## src/rtl/uart_frame_pkg.sv

```systemverilog
// Shared types and constants for the UART game-command frame receiver.
// Frame layout on the wire: [SOF, CMD, X, Y, CHK] with CHK = CMD ^ X ^ Y.
package uart_frame_pkg;

    typedef enum logic [2:0] {
        IDLE    = 3'd0,
        GET_CMD = 3'd1,
        GET_X   = 3'd2,
        GET_Y   = 3'd3,
        GET_CHK = 3'd4
    } frame_state_t;

    typedef struct packed {
        logic [7:0] cmd;
        logic [7:0] x;
        logic [7:0] y;
    } game_cmd_t;

    localparam logic [7:0] SOF_DEFAULT = 8'hA5;
    localparam int         FRAME_LEN   = 5;

    // Expected check byte for a captured payload.
    function automatic logic [7:0] calc_chk(input game_cmd_t c);
        calc_chk = c.cmd ^ c.x ^ c.y;
    endfunction

endpackage

```

## src/rtl/uart_frame_timeout.sv

```systemverilog
// Inter-byte watchdog for the frame receiver.
// Counts cycles while enabled; clear has priority over expiry so a byte
// arriving on the last permitted cycle keeps the frame alive.
module uart_frame_timeout #(
    parameter int TIMEOUT_CYCLES = 100000
) (
    input  logic clk,
    input  logic rst,
    input  logic clear_i,
    input  logic enable_i,
    output logic expire_o
);

    localparam int TW = (TIMEOUT_CYCLES > 1) ? $clog2(TIMEOUT_CYCLES) : 1;
    localparam logic [TW-1:0] LIMIT = TW'(TIMEOUT_CYCLES - 1);

    logic [TW-1:0] timer_q;
    logic [TW-1:0] timer_d;
    logic          expire_s;

    // Expiry detection and next timer value.
    always_comb begin
        expire_s = 1'b0;
        timer_d  = timer_q;
        if (clear_i) begin
            timer_d = {TW{1'b0}};
        end else if (enable_i) begin
            if (timer_q == LIMIT) begin
                expire_s = 1'b1;
                timer_d  = {TW{1'b0}};
            end else begin
                timer_d = timer_q + {{(TW-1){1'b0}}, 1'b1};
            end
        end else begin
            timer_d = {TW{1'b0}};
        end
    end

    // Timer register.
    always_ff @(posedge clk or negedge rst) begin
        if (!rst) begin
            timer_q <= {TW{1'b0}};
        end else begin
            timer_q <= timer_d;
        end
    end

    assign expire_o = expire_s;

endmodule

```

## src/rtl/uart_frame_rx.sv

```systemverilog
// Deframes 5-byte game-command frames from a UART byte stream and delivers
// validated CMD/X/Y with a one-cycle strobe. Malformed or stalled frames are
// dropped and the receiver resynchronises on the next SOF byte.
// Optional build macro: FRAME_STATS_EN adds saturating good/error frame counters;
// without it frame_cnt/err_cnt read as zero.
module uart_frame_rx
    import uart_frame_pkg::*;
#(
    parameter logic [7:0] SOF_BYTE       = SOF_DEFAULT,
    parameter int         TIMEOUT_CYCLES = 100000
) (
    input  logic        clk,
    input  logic        rst,
    input  logic [7:0]  rx_byte,
    input  logic        rx_done_tick,
    output logic        frame_valid,
    output logic [7:0]  cmd,
    output logic [7:0]  x,
    output logic [7:0]  y,
    output logic        chk_err,
    output logic        timeout_err,
    output logic [15:0] frame_cnt,
    output logic [15:0] err_cnt
);

    frame_state_t state_q, state_d;
    game_cmd_t    shadow_q, shadow_d;
    game_cmd_t    out_q, out_d;
    logic         frame_valid_q, frame_valid_d;
    logic         chk_err_q, chk_err_d;
    logic         timeout_err_q, timeout_err_d;

    logic         tmr_clear_s;
    logic         tmr_enable_s;
    logic         tmr_expire_s;

    // Timer runs only inside a frame and restarts on every received byte.
    always_comb begin
        tmr_enable_s = (state_q != IDLE);
        tmr_clear_s  = rx_done_tick | (state_q == IDLE);
    end

    uart_frame_timeout #(
        .TIMEOUT_CYCLES (TIMEOUT_CYCLES)
    ) u_timeout (
        .clk      (clk),
        .rst      (rst),
        .clear_i  (tmr_clear_s),
        .enable_i (tmr_enable_s),
        .expire_o (tmr_expire_s)
    );

    // Frame FSM: byte capture, checksum decision and strobe generation.
    always_comb begin
        state_d       = state_q;
        shadow_d      = shadow_q;
        out_d         = out_q;
        frame_valid_d = 1'b0;
        chk_err_d     = 1'b0;
        timeout_err_d = 1'b0;

        case (state_q)
            IDLE: begin
                if (rx_done_tick && (rx_byte == SOF_BYTE)) begin
                    state_d = GET_CMD;
                end else begin
                    state_d = IDLE;
                end
            end
            GET_CMD: begin
                if (rx_done_tick) begin
                    shadow_d.cmd = rx_byte;
                    state_d      = GET_X;
                end else if (tmr_expire_s) begin
                    shadow_d      = '0;
                    timeout_err_d = 1'b1;
                    state_d       = IDLE;
                end else begin
                    state_d = GET_CMD;
                end
            end
            GET_X: begin
                if (rx_done_tick) begin
                    shadow_d.x = rx_byte;
                    state_d    = GET_Y;
                end else if (tmr_expire_s) begin
                    shadow_d      = '0;
                    timeout_err_d = 1'b1;
                    state_d       = IDLE;
                end else begin
                    state_d = GET_X;
                end
            end
            GET_Y: begin
                if (rx_done_tick) begin
                    shadow_d.y = rx_byte;
                    state_d    = GET_CHK;
                end else if (tmr_expire_s) begin
                    shadow_d      = '0;
                    timeout_err_d = 1'b1;
                    state_d       = IDLE;
                end else begin
                    state_d = GET_Y;
                end
            end
            GET_CHK: begin
                if (rx_done_tick) begin
                    if (rx_byte == calc_chk(shadow_q)) begin
                        out_d         = shadow_q;
                        frame_valid_d = 1'b1;
                    end else begin
                        chk_err_d = 1'b1;
                    end
                    state_d = IDLE;
                end else if (tmr_expire_s) begin
                    shadow_d      = '0;
                    timeout_err_d = 1'b1;
                    state_d       = IDLE;
                end else begin
                    state_d = GET_CHK;
                end
            end
            default: begin
                shadow_d = '0;
                state_d  = IDLE;
            end
        endcase
    end

    // State, shadow payload and registered outputs.
    always_ff @(posedge clk or negedge rst) begin
        if (!rst) begin
            state_q       <= IDLE;
            shadow_q      <= '0;
            out_q         <= '0;
            frame_valid_q <= 1'b0;
            chk_err_q     <= 1'b0;
            timeout_err_q <= 1'b0;
        end else begin
            state_q       <= state_d;
            shadow_q      <= shadow_d;
            out_q         <= out_d;
            frame_valid_q <= frame_valid_d;
            chk_err_q     <= chk_err_d;
            timeout_err_q <= timeout_err_d;
        end
    end

`ifdef FRAME_STATS_EN
    logic [15:0] frame_cnt_q, frame_cnt_d;
    logic [15:0] err_cnt_q, err_cnt_d;

    // Saturating statistics, updated together with the strobe registers.
    always_comb begin
        frame_cnt_d = frame_cnt_q;
        err_cnt_d   = err_cnt_q;
        if (frame_valid_d && (frame_cnt_q != 16'hFFFF)) begin
            frame_cnt_d = frame_cnt_q + 16'd1;
        end else begin
            frame_cnt_d = frame_cnt_q;
        end
        if ((chk_err_d || timeout_err_d) && (err_cnt_q != 16'hFFFF)) begin
            err_cnt_d = err_cnt_q + 16'd1;
        end else begin
            err_cnt_d = err_cnt_q;
        end
    end

    // Statistics registers.
    always_ff @(posedge clk or negedge rst) begin
        if (!rst) begin
            frame_cnt_q <= 16'h0000;
            err_cnt_q   <= 16'h0000;
        end else begin
            frame_cnt_q <= frame_cnt_d;
            err_cnt_q   <= err_cnt_d;
        end
    end

    assign frame_cnt = frame_cnt_q;
    assign err_cnt   = err_cnt_q;
`else
    assign frame_cnt = 16'h0000;
    assign err_cnt   = 16'h0000;
`endif

    assign frame_valid = frame_valid_q;
    assign chk_err     = chk_err_q;
    assign timeout_err = timeout_err_q;
    assign cmd         = out_q.cmd;
    assign x           = out_q.x;
    assign y           = out_q.y;

endmodule

```

## config.mk

```make
export PLATFORM = sky130hd
export DESIGN_NAME = uart_frame_rx
export DESIGN_NICKNAME = d
export VERILOG_FILES = /design/src/rtl/uart_frame_pkg.sv /design/src/rtl/uart_frame_timeout.sv /design/src/rtl/uart_frame_rx.sv
export SDC_FILE = /design/constraint.sdc
export NUM_CORES = 1
export LEC_CHECK = 0
export ABC_AREA = 1
export CORE_MARGIN = 1.5
export CORE_UTILIZATION = 40
export DETAILED_ROUTE_END_ITERATION = 7
export GPL_TIMING_DRIVEN = 0
export MAX_ROUTING_LAYER = met4
export PLACE_DENSITY = 0.72
export SLEW_MARGIN = 20
export SYNTH_ARGS = -nofsm -noshare
export SYNTH_HDL_FRONTEND = slang
export SYNTH_SLANG_ARGS = --single-unit
```

## constraint.sdc

```tcl
create_clock -name clk -period 1.7 [get_ports clk]
set_clock_uncertainty 0.2 [all_clocks]
set_input_delay 0.255 -clock clk [delete_from_list [all_inputs] [get_ports clk]]
set_output_delay 0.255 -clock clk [all_outputs]
set_load 0.01 [all_outputs]
```

==> results of run 1 <==
## synth_stat cells
cell type	n
a21o_1	1
a21oi_1	15
a31oi_1	1
and3_1	1
buf_2	6
buf_4	37
buf_6	3
clkbuf_1	3
conb_1	1
dfrtp_1	71
ha_1	1
inv_1	41
inv_2	2
nand2_1	180
nand2_2	1
nand3_1	37
nand3_2	1
nand3_4	1
nand4_1	27
nor2_1	37
nor2_4	5
nor3_1	7
nor3b_1	1
o21ai_0	55
o21ai_1	5
xnor2_1	12
xor2_1	11
## path summary, 6_finish.rpt
kind | startpoint | end | slack, ns | cells after the start
hold / removal | rst | u_timeout.timer_q[11]$_DFF_PN0_ | 0.18 | 2
min in group clk | rx_done_tick | u_timeout.timer_q[13]$_DFF_PN0_ | 0.26 | 4
hold reg to reg | x[3]$_DFFE_PN0P_ | x[3]$_DFFE_PN0P_ | 0.27 | 2
setup / recovery | shadow_q[5]$_DFFE_PN0P_ | y[4]$_DFFE_PN0P_ | -0.26 | 9
max in group asynchronous | rst | shadow_q[7]$_DFFE_PN0P_ | 0.57 | 3
setup reg to reg | shadow_q[5]$_DFFE_PN0P_ | y[4]$_DFFE_PN0P_ | -0.26 | 9
## routing by layer
layer	track usage	wire, µm
met4	0.09846	390
met3	0.03958	709
met2	0.3408	5607
met1	0.2856	5006
met5	-	0
## state kept, by name, indices dropped and copies added, names as in the netlist
register           count
chk_err                1
y                      8
shadow_q              24
cmd                    8
timeout_err            1
state_q                3
frame_valid            1
x                      8
u_timeout.timer_q     17
## stage by stage
step | setup slack [ns] | total power [mW] | hold WS (ns) | std cells | util
final | -0.2618 | 5.768 | 0.1752 | 817 | 0.5528
after floorplan | -0.02042 | 3.262 | -0.2406 | 594 | -
after global routing | -0.4046 | 6.102 | 0.2127 | 817 | 0.5528
after detailed placement | -0.5908 | 3.724 | 0.009311 | 768 | 0.4764
after CTS | -0.1210 | 5.602 | 0.1516 | 810 | 0.5332
after global placement | -2.165 | 3.686 | 0.2478 | 767 | 0.4747
## timing repair
action / 4_1_cts / 5_1_grt
pin swaps: 17 / 21
endpoints found under the setup margin: 90 / 69
resized for setup: 94 / 53
hold buffers: 1 / 0
gates cloned: 2 / 1
hold endpoints to repair: 71 / 0
buffers inserted: 24 / 6
## final cells by class
type	instances	area, µm²	share of cell area
Clock buffer	10	137.6	0.02422
Sequential cell	71	1790	0.3151
Buffer	48	379.1	0.06673
Timing Repair Buffer	72	655.6	0.1154
Tap cell	136	170.2	0.02995
Multi-Input combinational cell	431	2301	0.4050
Inverter	43	163.9	0.02885
Clock inverter	6	83.83	0.01475
## logic make-up after synthesis
family / synth area share
adder cells (fa/ha/maj): 0.002975
AO/OA/AOI/OAI: 0.09253
XOR/XNOR: 0.04790
AND/OR/NAND/NOR: 0.3109
other: 0.0008917
flip-flops: 0.4225
buffers and inverters: 0.1223
## critical path: stages (launching register included)
cell and delay (ns):
dfrtp_1 0.46, xnor2_2 0.24, inv_1 0.08, nand2_1 0.11
nand3_2 0.11, nor2_4 0.21, nand3_4 0.15, buf_6 0.17
nand2_2 0.06, nand2_2 0.05
## power groups by stage
stage	clock network (mW)	logic, mW	registers (mW)
after global placement	0	1.75	1.94
after floorplan	0	1.36	1.90
after detailed placement	0	1.78	1.95
final	1.52	2.30	1.95
after global routing	1.62	2.52	1.96
after CTS	1.56	2.12	1.93
==> results.cfg, run 1 <==
[status]
status = complete, but fails checks
violations = setup timing

[route]
ant_nets = 0
drt_first_iter_violations = 259
viasPerCell = 5.017
drc = 0
drt-total-wl_mm = 11.71
vias = 4099
first_pass_iters = 5
routedWlPerCell_um = 14.34

[sta]
hold_viol = 0
fin_setup_tns_ns = -8.534
period_minus_slack_ns = 1.962
drv_slew = 0
period_share = 1.154
max_freq_ghz = 0.5097
setup_slack_ns = -0.2618
rsz0062_at_grt = yes
setup_violations = 62

[final_layout]
final_common_cell = nand2_1
fillers = 950
nets = 688
antenna_cells = 0
syn_to_final_growth_pct = 35.11
drive_above_1_share = 0.2849
final_cell_area_um2 = 5682
layout_common_cells = nand2_1 (149), buf_4 (64), dfrtp_1 (60)

[critical_path]
cp.required_ns = 1.75
crit_path_end_kind = register
start_kind = register
cp_max_fo = 6
critPathArrivalTime_ns = 2.01
crit_type = register to register

[clock_network]
clk_latency_ns = 0.37
cts_max_level = 3
cts_tree = built
clk_path_buf_depth = 2
clk_pin_slew_worst_paths_ns = 0.08
numCtsBuffers = 9
clock_sinks = 71
root_buffer = clkbuf_8

[synthesis]
synth_cell_types = 27
avgSynthCellArea_um2 = 7.469
ys_seq_area_frac = 0.4225
synth_area_leader_cell = dfrtp_1
synth_warnings = 0
synth_area_leaders = dfrtp_1 (42%), nand2_1 (16%), buf_4 (6.6%)
yosysTopAreaCellShare = 0.4225
synth.ff_latch_count = 71
synth_area_um2 = 4205
syn_inst = 563

[die]
dieArea_um2 = 11140
core_um2 = 10280
start_util = 0.4092
io_pins = 70
die_w_um = 105.5
die_h_um = 105.5
rows = 37

[pwr]
clkPwrFrac = 0.264
internal_power_mw = 3.474
pwr-share-comb = 0.398
peakVddDrop_mv = 0.4287
pwr_density_cell_nw_per_um2 = 1015
leakagePower_nw = 3.051
p_switching_mw = 2.294
sw_frac_of_total = 0.3976
power_frac_seq = 0.338

[grt]
grt_overflow = 0
grt_usage = 0.2210
grt_first_pass_wirelength_mm = 18.82
antenna_found_initial = 0
first_global_vias = 3911
grt_max_degree = 43

[placed_design]
dp_hpwl_mm = 7.851
place_area_um2 = 4896
port_buffers = 37
place.gp.congestion = 0.9122

[worst_hold_path]
hold_path_class = input pin to asynchronous set/reset pin

[flow_run]
cap_viol_max_count = 0
No activity file was read; power rests on OpenSTA's default activity.
==> run 2, diff against run 1 <==
Settings changed: SYNTH_HIERARCHICAL set to 1.
==> results.cfg, run 2 <==
[final_layout]
fillers = 1009
stdcell_count = 910
syn_to_final_growth_pct = 37.21
antenna_cells = 0
drive_above_1_share = 0.3208
top_regs = shadow_q x24, u_timeout/timer_q x17
final_cell_area_um2 = 6215
top_register = shadow_q
nets = 778
layout_common_cells = nand2_1 (173), buf_4 (69), dfrtp_1 (58)
final_common_cell = nand2_1
largest_reg_flops = 24
seq_area_um2 = 1793
multi_input_area_um2 = 2449

[critical_path]
slowest_delay_ns = 0.35
slowest_stage = dfrtp_1
worstPathCellList = ha_2 -> nand2_2 -> inv_2 -> nand2_2 -> nor2_2 -> nand2_2 -> nor3_4 -> buf_6 -> clkinv_8 -> buf_12 -> nand2_4 -> nand2_2 -> nand3_1 -> o21ai_1 -> nand2_1 -> o21ai_2
cp_top_family = simple AND/OR/NAND/NOR gates
crit_path_frequent_cell = nand2_2
cp_max_fo = 5
cp_num_buf_inv = 4
crit_path_end_kind = register
cp.required_ns = 1.72
start_kind = register
crit_type = register to register
critPathArrivalTime_ns = 2.16

[clock_network]
root_buffer = clkbuf_16
clock_sinks = 71
clk_latency_ns = 0.34
numCtsBuffers = 9
cts_tree = built
cts_max_level = 3
clk_pin_slew_worst_paths_ns = 0.06
clk_path_buf_depth = 2

[sta]
setup_violations = 54
period_minus_slack_ns = 2.144
slew_headroom = 0.5178
setup_slack_ns = -0.4439
hold_viol = 0
period_share = 1.261
fin_setup_tns_ns = -14.42
hold_ws_ns = 0.1572
drv_slew = 0
max_freq_ghz = 0.4664
worst_pin_slew_ns = 0.7194
rsz0062_at_grt = yes

[synthesis]
ys_top_cells_by_count = nand2_1 (220), dfrtp_1 (71), inv_1 (61)
yosysMostFrequentCell = nand2_1
syn_inst = 644
async_flop_share = 1.000
synth_area_leaders = dfrtp_1 (39%), nand2_1 (18%), buf_4 (6.1%)
ys.flop_type = dfrtp_1
synth_cell_types = 36
synth-edff-count = 0
synth_warnings = 6
synth_area_leader_cell = dfrtp_1
yosysTopAreaCellShare = 0.3923
avgSynthCellArea_um2 = 7.033
synth_area_um2 = 4529
ys_seq_area_frac = 0.3923
synth.ff_latch_count = 71

[grt]
grt_first_pass_wirelength_mm = 20.61
first_global_vias = 4213
met2_usage = 0.3554
grt_max_degree = 52
grt_usage = 0.2326
grtUsageMet3 = 0.03497
grt_overflow = 0
use_met1 = 0.3032
busiest_layer = met2
antenna_found_initial = 0

[die]
die_h_um = 109.4
core_um2 = 10940
die_w_um = 109.4
io_pins = 70
start_util = 0.4142
rows = 38
dieArea_um2 = 11970

[route]
drc = 0
drt-total-wl_mm = 12.85
viasPerCell = 4.959
ant_nets = 0
routedWlPerCell_um = 14.12
drt_first_iter_violations = 372
vias = 4513
first_pass_iters = 5

[pwr]
peakVddDrop_mv = 0.7987
pwr_density_cell_nw_per_um2 = 1243
leakagePower_nw = 3.311
sw_frac_of_total = 0.4276
p_switching_mw = 3.302
pwr-share-comb = 0.453
internal_power_mw = 4.421
power_frac_seq = 0.299
clkPwrFrac = 0.247

[placed_design]
place.gp.congestion = 0.8923
dp_hpwl_mm = 8.702
port_buffers = 37
place_area_um2 = 5238
dp_cells = 853

[status]
violations = setup timing
status = complete, but fails checks

[worst_hold_path]
hold_path_class = input pin to asynchronous set/reset pin

[flow_run]
cap_viol_max_count = 0
## run 2: logic make-up (layout without fill, tap and decap cells)
group / count (synthesis) / in the layout / share of synthesized area
buffers and inverters: 129 / 224 / 0.1464
AO/OA/AOI/OAI: 62 / 62 / 0.07182
other: 1 / 32 / 0.0008279
XOR/XNOR: 7 / 7 / 0.01354
flip-flops: 71 / 71 / 0.3923
AND/OR/NAND/NOR: 373 / 373 / 0.3724
adder cells (fa/ha/maj): 1 / 1 / 0.002762
## run 2: worst register-to-register path, cell delays in order, from the launching register on
cell and delay, ns:
dfrtp_1 0.35, ha_2 0.20, nand2_2 0.07, inv_2 0.07
nand2_2 0.06, nor2_2 0.09, nand2_2 0.08, nor3_4 0.12
buf_6 0.15, clkinv_8 0.08, buf_12 0.15, nand2_4 0.06
nand2_2 0.04, nand3_1 0.10, o21ai_1 0.08, nand2_1 0.10
o21ai_2 0.06
## run 2: worst paths after layout
check                                          startpoint                  endpoint  slack [ns]  cells past startpoint
setup reg to reg           u_timeout/timer_q[1]$_DFF_PN0_  shadow_q[16]$_DFFE_PN0P_       -0.44                     16
hold / removal                                        rst          y[5]$_DFFE_PN0P_        0.16                      2
hold reg to reg                        cmd[5]$_DFFE_PN0P_        cmd[5]$_DFFE_PN0P_        0.27                      2
min in group clk                             rx_done_tick      state_q[1]$_DFF_PN0_        0.19                      3
setup / recovery           u_timeout/timer_q[1]$_DFF_PN0_  shadow_q[16]$_DFFE_PN0P_       -0.44                     16
max in group asynchronous                             rst   shadow_q[3]$_DFFE_PN0P_        0.57                      3
## run 2: stage by stage
step | total power, mW | utilization | worst slack [ns]
2_1_floorplan | 4.238 | - | -0.3654
3_3_place_gp | 4.968 | 0.4767 | -2.345
3_5_place_dp | 5.042 | 0.4789 | -1.315
4_1_cts | 7.437 | 0.5511 | -0.4310
5_1_grt | 8.210 | 0.5683 | -0.5844
6_report | 7.723 | 0.5683 | -0.4439
## run 2: final cells by class
class | count | area share
clock inverter | 3 | 0.006845
tap | 140 | 0.02819
timing repair buffer | 81 | 0.1274
sequential | 71 | 0.2885
inverter | 78 | 0.04953
buffer | 50 | 0.06422
clock buffer | 12 | 0.04127
multi-input combinational | 475 | 0.3940
## run 2: power groups by stage
| stage | Combinational, mW | Sequential (mW) | Clock (mW) |
|---|---|---|---|
| floorplan | 2.08 | 2.16 | 0 |
| global placement | 2.70 | 2.27 | 0 |
| detailed placement | 2.76 | 2.28 | 0 |
| CTS | 3.24 | 2.26 | 1.93 |
| global route | 3.86 | 2.33 | 2.01 |
| finish | 3.50 | 2.31 | 1.91 |
## run 2: metal layers
layer,vias to the layer above,share of wire
met1,2095,0.44
met2,159,0.47
met5,-,0
met4,0,0.035
li1,2221,-
met3,38,0.061
## run 2: timing repair
item                                    4_1_cts  5_1_grt
setup buffers                                34        5
hold endpoints to repair                     71        0
gates resized for setup                      99       57
pin swaps                                     9       10
cloned                                        3        0
endpoints found under the setup margin       73       79
hold buffers                                  1        0
==> run 3, diff against run 2 <==
Settings changed: CORE_MARGIN 1.5 to not set.
==> results.cfg, run 3 (synthesis gave the netlist of run 2 again) <==
[grt]
grt_first_pass_wirelength_mm = 20.31
first_global_vias = 4338
grt_overflow = 0
antenna_found_initial = 0
grt_usage = 0.2307
grt_max_degree = 40

[placed_design]
place_area_um2 = 5230
place.gp.congestion = 0.8991
port_buffers = 37
dp_hpwl_mm = 8.411

[sta]
worst_pin_slew_ns = 0.8248
hold_viol = 0
slew_headroom = 0.4471
period_minus_slack_ns = 2.187
period_share = 1.286
fin_setup_tns_ns = -17.56
hold_ws_ns = 0.2085
max_freq_ghz = 0.4572
setup_violations = 64
rsz0062_at_grt = yes
drv_slew = 0
setup_slack_ns = -0.4870

[clock_network]
cts_max_level = 3
cts_tree = built
clk_path_buf_depth = 2
clk_latency_ns = 0.34
clock_sinks = 71
root_buffer = clkbuf_16
clk_pin_slew_worst_paths_ns = 0.06
numCtsBuffers = 9

[final_layout]
largest_reg_flops = 24
utilization = 0.5876
nets = 788
drive_above_1_share = 0.3265
layout_common_cells = nand2_1 (180), buf_4 (76), dfrtp_1 (59)
top_register = shadow_q
syn_to_final_growth_pct = 41.88
final_cell_area_um2 = 6426
antenna_cells = 0
final_common_cell = nand2_1
top_regs = shadow_q x24, u_timeout/timer_q x17

[die]
dieArea_um2 = 11750
core_um2 = 10940
die_h_um = 108.4
start_util = 0.4142
io_pins = 70
die_w_um = 108.4
rows = 38

[pwr]
pwr_density_cell_nw_per_um2 = 1264
power_frac_seq = 0.283
sw_frac_of_total = 0.4227
leakagePower_nw = 3.463
internal_power_mw = 4.691
clkPwrFrac = 0.254
p_switching_mw = 3.434
p_total_mw = 8.125
peakVddDrop_mv = 0.5507
pwr-share-comb = 0.463

[status]
violations = setup timing
status = complete, but fails checks

[route]
ant_nets = 0
drc = 0
vias = 4582
first_pass_iters = 5
viasPerCell = 4.975
drt-total-wl_mm = 12.78
routedWlPerCell_um = 13.88
drt_first_iter_violations = 349

[critical_path]
cp_max_fo = 10
crit_path_end_kind = register
start_kind = input pin
cp.required_ns = 1.72
critPathArrivalTime_ns = 2.21
crit_type = input pin to register

[worst_hold_path]
hold_path_class = input pin to asynchronous set/reset pin

[flow_run]
cap_viol_max_count = 0
run 3: cell types whose count changed in the layout (fill, tap and decap cells not counted), sizes merged:
cell           previous run  this run
clkbuf                   14        15
bufinv                    1         2
dlymetal6s2s             14        20
clkdlybuf4s50             7        11
dlygate4sd2              15         5
clkinv                    2         3
buf                      92       100
run 3: metal layers:
metal,track usage,share of wire
met1,0.2851,0.42
met2,0.3630,0.47
met3,0.04641,0.075
met4,0.1042,0.031
met5,-,0
run 3: metrics by stage:
stage | std cells | setup WS (ns)
floorplan | 675 | -0.3654
detailed placement | 853 | -1.263
CTS | 897 | -0.4774
global placement | 852 | -2.401
global route | 921 | -0.6419
finish | 921 | -0.4870
run 3: path summary, 6_finish.rpt:
| path | from | to | slack [ns] | depth (start not counted) |
|---|---|---|---|---|
| min in group clk | rx_byte[2] | state_q[0]$_DFF_PN0_ | 0.27 | 5 |
| worst min register to register | y[7]$_DFFE_PN0P_ | y[7]$_DFFE_PN0P_ | 0.27 | 2 |
| worst min-delay path | rst | u_timeout/timer_q[6]$_DFF_PN0_ | 0.21 | 2 |
| max in group asynchronous | rst | shadow_q[5]$_DFFE_PN0P_ | 0.51 | 3 |
| worst max-delay path | rx_done_tick | shadow_q[14]$_DFFE_PN0P_ | -0.49 | 14 |
| worst max register to register | u_timeout/timer_q[1]$_DFF_PN0_ | shadow_q[14]$_DFFE_PN0P_ | -0.48 | 16 |
run 3: layout make-up:
class	instances	area, µm²
Clock buffer	11	242.7
Clock inverter	5	81.33
Tap cell	140	175.2
Timing Repair Buffer	90	930.9
Inverter	78	307.8
Multi-Input combinational cell	475	2492
Sequential cell	71	1792
Buffer	51	404.1
Fill cell	951	4509
run 3: critical path, stage by stage:
cell             delay, ns
clkdlybuf4s50_1       0.50
inv_4                 0.09
buf_4                 0.20
nand2_1               0.14
nor3_4                0.19
buf_6                 0.15
clkinv_8              0.08
buf_8                 0.13
nand2_4               0.06
nand2_2               0.05
nand3_2               0.11
o21ai_2               0.08
nand2_1               0.10
o21ai_1               0.07
run 3: power by group through the flow:
stage	sequential [mW]	combinational, mW	clock [mW]
3_5_place_dp	2.28	2.75	0
4_1_cts	2.26	3.04	2.09
2_1_floorplan	2.16	2.08	0
3_3_place_gp	2.27	2.68	0
6_report	2.30	3.76	2.07
5_1_grt	2.32	4.08	2.18
run 3: what timing repair did:
| item | CTS | global route |
|---|---|---|
| resized for setup | 51 | 109 |
| gates cloned | 2 | 2 |
| pin swaps | 12 | 17 |
| setup buffers | 25 | 22 |
| hold buffers | 1 | 0 |
| endpoints found under the hold margin | 32 | 0 |
| setup endpoints to repair | 73 | 84 |
